**config.mk**
```make
export PLATFORM = sky130hd
export DESIGN_NAME = fnd_scan_controller
export DESIGN_NICKNAME = d
export VERILOG_FILES = /design/src/rtl/fnd_pkg.sv /design/src/rtl/bin_to_bcd_seq.sv /design/src/rtl/fnd_scan_controller.sv
export SDC_FILE = /design/constraint.sdc
export NUM_CORES = 1
export LEC_CHECK = 0
export CORE_MARGIN = 2
export CORE_UTILIZATION = 55
export DETAILED_ROUTE_END_ITERATION = 12
export GPL_ROUTABILITY_DRIVEN = 0
export PLACE_DENSITY = 0.86
export SYNTH_ARGS = -nofsm -noshare
export SYNTH_HDL_FRONTEND = slang
export SYNTH_SLANG_ARGS = --single-unit
export TNS_END_PERCENT = 100
```
**constraint.sdc**
```tcl
create_clock -name i_clk -period 3.1 [get_ports i_clk]
set_input_delay 0.31 -clock i_clk [delete_from_list [all_inputs] [get_ports i_clk]]
set_output_delay 0.31 -clock i_clk [all_outputs]
set_load 0.01 [all_outputs]
```
**src/rtl/fnd_pkg.sv**
```systemverilog
// Shared constants, converter state encoding and leading-zero blanking rule
// for the 4-digit FND scan controller.
package fnd_pkg;

  localparam int NUM_DIGITS = 4;
  localparam int BIN_W      = 14;
  localparam int BCD_W      = 4;
  localparam int MAX_VALUE  = 9999;
  localparam int BUF_W      = NUM_DIGITS * BCD_W;

  typedef enum logic [1:0] {IDLE, SHIFT, COMMIT} conv_state_t;

  // A digit is blank when it and every more significant digit are zero;
  // digit 0 always shows so that a value of zero still displays "0".
  function automatic logic digit_blank(input logic [BUF_W-1:0] digits,
                                       input logic [1:0]       idx);
    logic [NUM_DIGITS-1:0] nz;
    logic                  blank;
    for (int i = 0; i < NUM_DIGITS; i++) begin
      nz[i] = |digits[i*BCD_W +: BCD_W];
    end
    case (idx)
      2'd1:    blank = !(nz[3] | nz[2] | nz[1]);
      2'd2:    blank = !(nz[3] | nz[2]);
      2'd3:    blank = !nz[3];
      default: blank = 1'b0;
    endcase
    return blank;
  endfunction

endpackage

```
**src/rtl/bin_to_bcd_seq.sv**
```systemverilog
// Sequential double-dabble: accept in IDLE, 14 SHIFT cycles, done pulse in COMMIT
// (accept N -> done N+15). Not ready while busy; input offered then is dropped.
module bin_to_bcd_seq
  import fnd_pkg::*;
(
  input  logic             i_clk,
  input  logic             i_reset,
  input  logic             i_valid,
  input  logic [BIN_W-1:0] i_data,
  output logic             o_ready,
  output logic             o_done,
  output logic [BUF_W-1:0] o_bcd
);

  conv_state_t      state, next_state;
  logic [BIN_W-1:0] bin_q;
  logic [BUF_W-1:0] bcd_q;
  logic [3:0]       shift_cnt;
  logic [BUF_W-1:0] bcd_adj;
  logic [BUF_W-1:0] bcd_shift;
  logic [BIN_W-1:0] bin_shift;
  logic [BIN_W-1:0] data_clamped;

  assign data_clamped = (i_data > BIN_W'(MAX_VALUE)) ? BIN_W'(MAX_VALUE) : i_data;

  always_comb begin
    for (int i = 0; i < NUM_DIGITS; i++) begin
      bcd_adj[i*BCD_W +: BCD_W] = (bcd_q[i*BCD_W +: BCD_W] >= 4'd5)
                                  ? bcd_q[i*BCD_W +: BCD_W] + 4'd3
                                  : bcd_q[i*BCD_W +: BCD_W];
    end
  end

  assign {bcd_shift, bin_shift} = {bcd_adj[BUF_W-2:0], bin_q, 1'b0};

  always_comb begin
    next_state = state;
    o_ready    = 1'b0;
    o_done     = 1'b0;
    case (state)
      IDLE: begin
        o_ready = 1'b1;
        if (i_valid) next_state = SHIFT;
      end
      SHIFT: begin
        // shift_cnt still holds the pre-shift count, so 13 marks the 14th shift
        if (shift_cnt == 4'(BIN_W - 1)) next_state = COMMIT;
      end
      COMMIT: begin
        o_done     = 1'b1;
        next_state = IDLE;
      end
      default: next_state = IDLE;
    endcase
  end

  always_ff @(posedge i_clk) begin
    if (i_reset) begin
      state     <= IDLE;
      bin_q     <= '0;
      bcd_q     <= '0;
      shift_cnt <= '0;
    end else begin
      state <= next_state;
      case (state)
        IDLE: begin
          if (i_valid) begin
            bin_q     <= data_clamped;
            bcd_q     <= '0;
            shift_cnt <= '0;
          end
        end
        SHIFT: begin
          bin_q     <= bin_shift;
          bcd_q     <= bcd_shift;
          shift_cnt <= shift_cnt + 4'd1;
        end
        default: ;
      endcase
    end
  end

  assign o_bcd = bcd_q;

endmodule

```
**src/rtl/fnd_scan_controller.sv**
```systemverilog
// Converts a binary value to BCD and time-multiplexes the four digits onto the
// FND decoder; scan outputs are registered, one digit slot per REFRESH_DIV cycles.
module fnd_scan_controller
  import fnd_pkg::*;
#(
  parameter int REFRESH_DIV         = 100000,
  parameter bit BLANK_LEADING_ZEROS = 1'b1
) (
  input  logic             i_clk,
  input  logic             i_reset,
  input  logic             i_valid,
  input  logic [BIN_W-1:0] i_data,
  output logic             o_ready,
  output logic             o_done,
  input  logic             i_displayOn,
  output logic [1:0]       o_digitSelect,
  output logic [3:0]       o_value,
  output logic             o_en
);

  localparam int CNT_W = (REFRESH_DIV > 1) ? $clog2(REFRESH_DIV) : 1;

  logic [BUF_W-1:0] conv_bcd;
  logic [BUF_W-1:0] digit_buf;
  logic [CNT_W-1:0] refresh_cnt;
  logic             tick;
  logic [1:0]       scan_idx;
  logic [1:0]       scan_next;
  logic             blank_next;

  bin_to_bcd_seq u_conv (
    .i_clk   (i_clk),
    .i_reset (i_reset),
    .i_valid (i_valid),
    .i_data  (i_data),
    .o_ready (o_ready),
    .o_done  (o_done),
    .o_bcd   (conv_bcd)
  );

  assign tick       = (refresh_cnt == CNT_W'(REFRESH_DIV - 1));
  assign scan_next  = tick ? scan_idx + 2'd1 : scan_idx;
  assign blank_next = BLANK_LEADING_ZEROS && digit_blank(digit_buf, scan_next);

  always_ff @(posedge i_clk) begin
    if (i_reset) begin
      refresh_cnt <= '0;
    end else if (tick) begin
      refresh_cnt <= '0;
    end else begin
      refresh_cnt <= refresh_cnt + 1'b1;
    end
  end

  // Select, value and enable all come from scan_next so they switch together.
  always_ff @(posedge i_clk) begin
    if (i_reset) begin
      digit_buf     <= '0;
      scan_idx      <= 2'd0;
      o_digitSelect <= 2'd0;
      o_value       <= 4'd0;
      o_en          <= 1'b0;
    end else begin
      scan_idx      <= scan_next;
      o_digitSelect <= scan_next;
      o_value       <= digit_buf[{scan_next, 2'b00} +: BCD_W];
      o_en          <= i_displayOn && !blank_next;
      if (o_done) digit_buf <= conv_bcd;
    end
  end

endmodule

```
==> impl_metrics.csv <==
group,metric,value,unit
grt,track_usage,20.9,%
timing,hold_slack,0.468,ns
timing,timing.setup.tns,0,ns
final_layout,fillers,519,
final_layout,drive_gt1_share,10.0,%
power_and_ir_drop,pwr-share-seq,51.3,%
route,dr.pass1.iters,4,
synthesis,synth_warnings,0,
grt,grt_first_pass_wirelength,12.4,mm
final_layout,nNetsFinal,473,
synthesis,synthCells,430,
setup_path,reg2reg_depth,6,
power_and_ir_drop,power,0.00198,W
setup_path,crit_fanout,19,
final_layout,syn_to_final_growth,12.3,%
synthesis,syn_nets,459,
synthesis,ys_ff_latch,76,
route,drt-wirelength-per-cell,14.0,um
setup_path,arrival,2.04,ns
route,wirelength,7.38,mm
route,final_antenna_net_count,0,
setup_path,required,2.79,ns
placed_design,hpwl,5.00,mm
route,vias,3013,
clock_network,numCtsBuffers,9,
power_and_ir_drop,combPwrFrac,6.1,%
setup_path,start_kind,"flip-flop",
grt,grt_pass1_vias,2799,
worst_hold_path,hp-class,"reg -> reg",
synthesis,async_reset_ff_share,0,%
timing,max_slew_margin,41.9,%
floorplan,initial_utilization,57.5,%
placed_design,placed_area,0.00392,mm2
setup_path,cp-end-kind,"output port",
timing,worst_pin_slew,0.865,ns
route,route.detailed.drc,0,
synthesis,synth-main-ff-cell,"dfxtp_1",
setup_path,cp_slowest_cell,"dfxtp_1",
clock_network,ctsHoldBuffers,0,
synthesis,synth-edff-count,0,
power_and_ir_drop,powerDensity,477,mW/mm2
power_and_ir_drop,internal-power,0.00151,W
timing,finalSetupViolCount,0,
clock_network,clkSlewWorstSetupHoldPaths,0.09,ns
run_status,run_status,"finished clean",
clock_network,post_cts_resized,0,
synthesis,synth_cell_type_count,51,
timing,hold_viol,0,
worst_hold_path,worstHoldPathCells,1,
floorplan,dieArea,0.00739,mm2
setup_path,critPathBufInv,3,
power_and_ir_drop,clkPwrFrac,42.6,%
floorplan,io_pins,27,
grt,grt_overflow,0,
timing,max_freq,0.425,GHz
setup_path,worstPathCellList,"nand2b_1, buf_4, clkinv_1, clkdlybuf4s50_1",
setup_path,critPathKind,"reg -> out",
grt,antenna_found_initial,0,
synthesis,avgSynthCellArea,8.59,um2
power_and_ir_drop,power_switching,0.000469,W
timing,fin_crit_sh,75.8,%
placed_design,portBuffers,26,
synthesis,syn-cell-area,0.00369,mm2
power_and_ir_drop,netSwitchingFraction,23.7,%
floorplan,die_w,86.0,um
grt,grt_max_degree,42,
floorplan,core,0.00642,mm2
clock_network,tritoncts,"built",
final_layout,diodes,0,
final_layout,fin_util,64.6,%
floorplan,rows,29,
route,dr.first_iter.drc_count,155,
power_and_ir_drop,ir_drop,0.463,mV
clock_network,cts_max_level,3,
timing,period_minus_slack,2.35,ns
setup_path,max_stage_delay,0.71,ns
timing,clock_skew,0.00739,ns
timing,slew_viol_final,0,
clock_network,cts.sinks,76,
floorplan,die_h,86.0,um
run,drv_cap,0,
power_and_ir_drop,leakage,1.49,nW
final_layout,stdcell_area,0.00415,mm2
setup_path,path_depth,4,
timing,rsz0062_at_grt,"no",
clock_network,clockBufferDepth,2,
clock_network,post_cts_buffers,0,
clock_network,cts_root_buf,"clkbuf_8",
clock_network,insertion_delay,0.35,ns
setup_path,crit_family,"buffers and inverters",
synthesis,yosysSeqAreaShare,41.2,%
route,avgViaCountPerCell,5.73,
cell type report:
cell class                 instances  area [um2]  area share, %
multi-input combinational        315        1970           47.6
sequential                        76        1520           36.7
timing repair buffer              30         285           6.88
clock buffer                       9         124           2.99
clock inverter                     7         100           2.41
tap                               77        96.3           2.32
inverter                          12        45.0           1.09
metrics by stage:
step	std cells	worst slack, ns
floorplan	430	1.36
global placement	510	0.850
detailed placement	510	0.805
CTS	526	0.764
global route	526	0.539
finish	526	0.749
power groups by stage:
| stage | Sequential (W) | Combinational [W] | Clock [W] |
|---|---|---|---|
| after floorplan | 0.00103 | 0.0000865 | 0 |
| after global routing | 0.00102 | 0.000136 | 0.000892 |
| after CTS | 0.00101 | 0.000122 | 0.000855 |
| final | 0.00101 | 0.000122 | 0.000843 |
| after detailed placement | 0.00104 | 0.000121 | 0 |
| after global placement | 0.00104 | 0.000118 | 0 |
synth_stat cells, drive strengths merged (9+ instances only):
cell	number	area, um2
xor2	11	104
nand3	9	45.0
nand2	52	195
dfxtp	76	1520
nand2b	11	68.8
ha	11	138
xnor2	12	105
o22ai	10	62.6
nor3	10	50.1
a21oi	28	140
nor2b	9	56.3
buf	9	61.3
a22oi	12	90.1
inv	11	41.3
nor2	55	206
clkbuf	18	91.3
mux2i	13	130
flip-flops by register name, indices dropped and copies added (netlist names), 2 cells and up:
register,flops
refresh_cnt,17
scan_idx,2
u_conv.state,2
digit_buf,16
u_conv.shift_cnt,4
u_conv.o_bcd,16
u_conv.bin_q,14
o_value,4
layer usage:
layer | vias up | global-route usage (%) | wire length (um)
met4 | 0 | 11.4 | 145
met2 | 62 | 34.0 | 3590
met3 | 14 | 3.95 | 244
met1 | 1411 | 26.2 | 3400
li1 | 1526 | - | -
met5 | - | 0 | 0
kinds of logic after synthesis:
| family | count (synthesis) | share of synthesized area, % |
|---|---|---|
| simple gates | 184 | 25.6 |
| compound gates | 83 | 14.7 |
| flops | 76 | 41.2 |
| buf+inv | 39 | 5.35 |
| xor+xnor | 23 | 5.66 |
| mux | 14 | 3.83 |
| fa+ha+maj | 11 | 3.73 |
final timing paths:
check / from / end / slack [ns]
min reg2reg: refresh_cnt[0]$_SDFF_PP0_ / refresh_cnt[0]$_SDFF_PP0_ / 0.47
max: u_conv.state[0]$_SDFFE_PP0P_ / o_done / 0.75
min: refresh_cnt[0]$_SDFF_PP0_ / refresh_cnt[0]$_SDFF_PP0_ / 0.47
max reg2reg: refresh_cnt[0]$_SDFF_PP0_ / o_en$_SDFF_PP0_ / 0.77
layout by cell type, fill, tap and decap left out, types with 4 or more instances in the layout:
master	instances
a21o_1	4
nand2b_1	11
xnor2_1	12
and3_2	4
o22ai_1	10
ha_1	11
nand4_1	4
clkbuf_8	9
nor4_2	4
xor2_1	10
a22oi_1	12
mux2i_1	13
a21oi_1	28
buf_4	4
dfxtp_1	76
nor2_1	55
nor2b_1	9
nor3_1	10
a211oi_1	8
nand3_1	9
inv_1	11
nand2_1	52
clkdlybuf4s50_1	25
or3b_2	4
o21ai_0	8
worst register-to-register path: stages (launching register included):
cell and delay, ns:
dfxtp_1 0.38, ha_1 0.24, nand4_1 0.19, nor4_4 0.82, nand2_1 0.15, xnor2_1 0.17
a221oi_1 0.29
No activity file was read; power rests on OpenSTA's default activity.
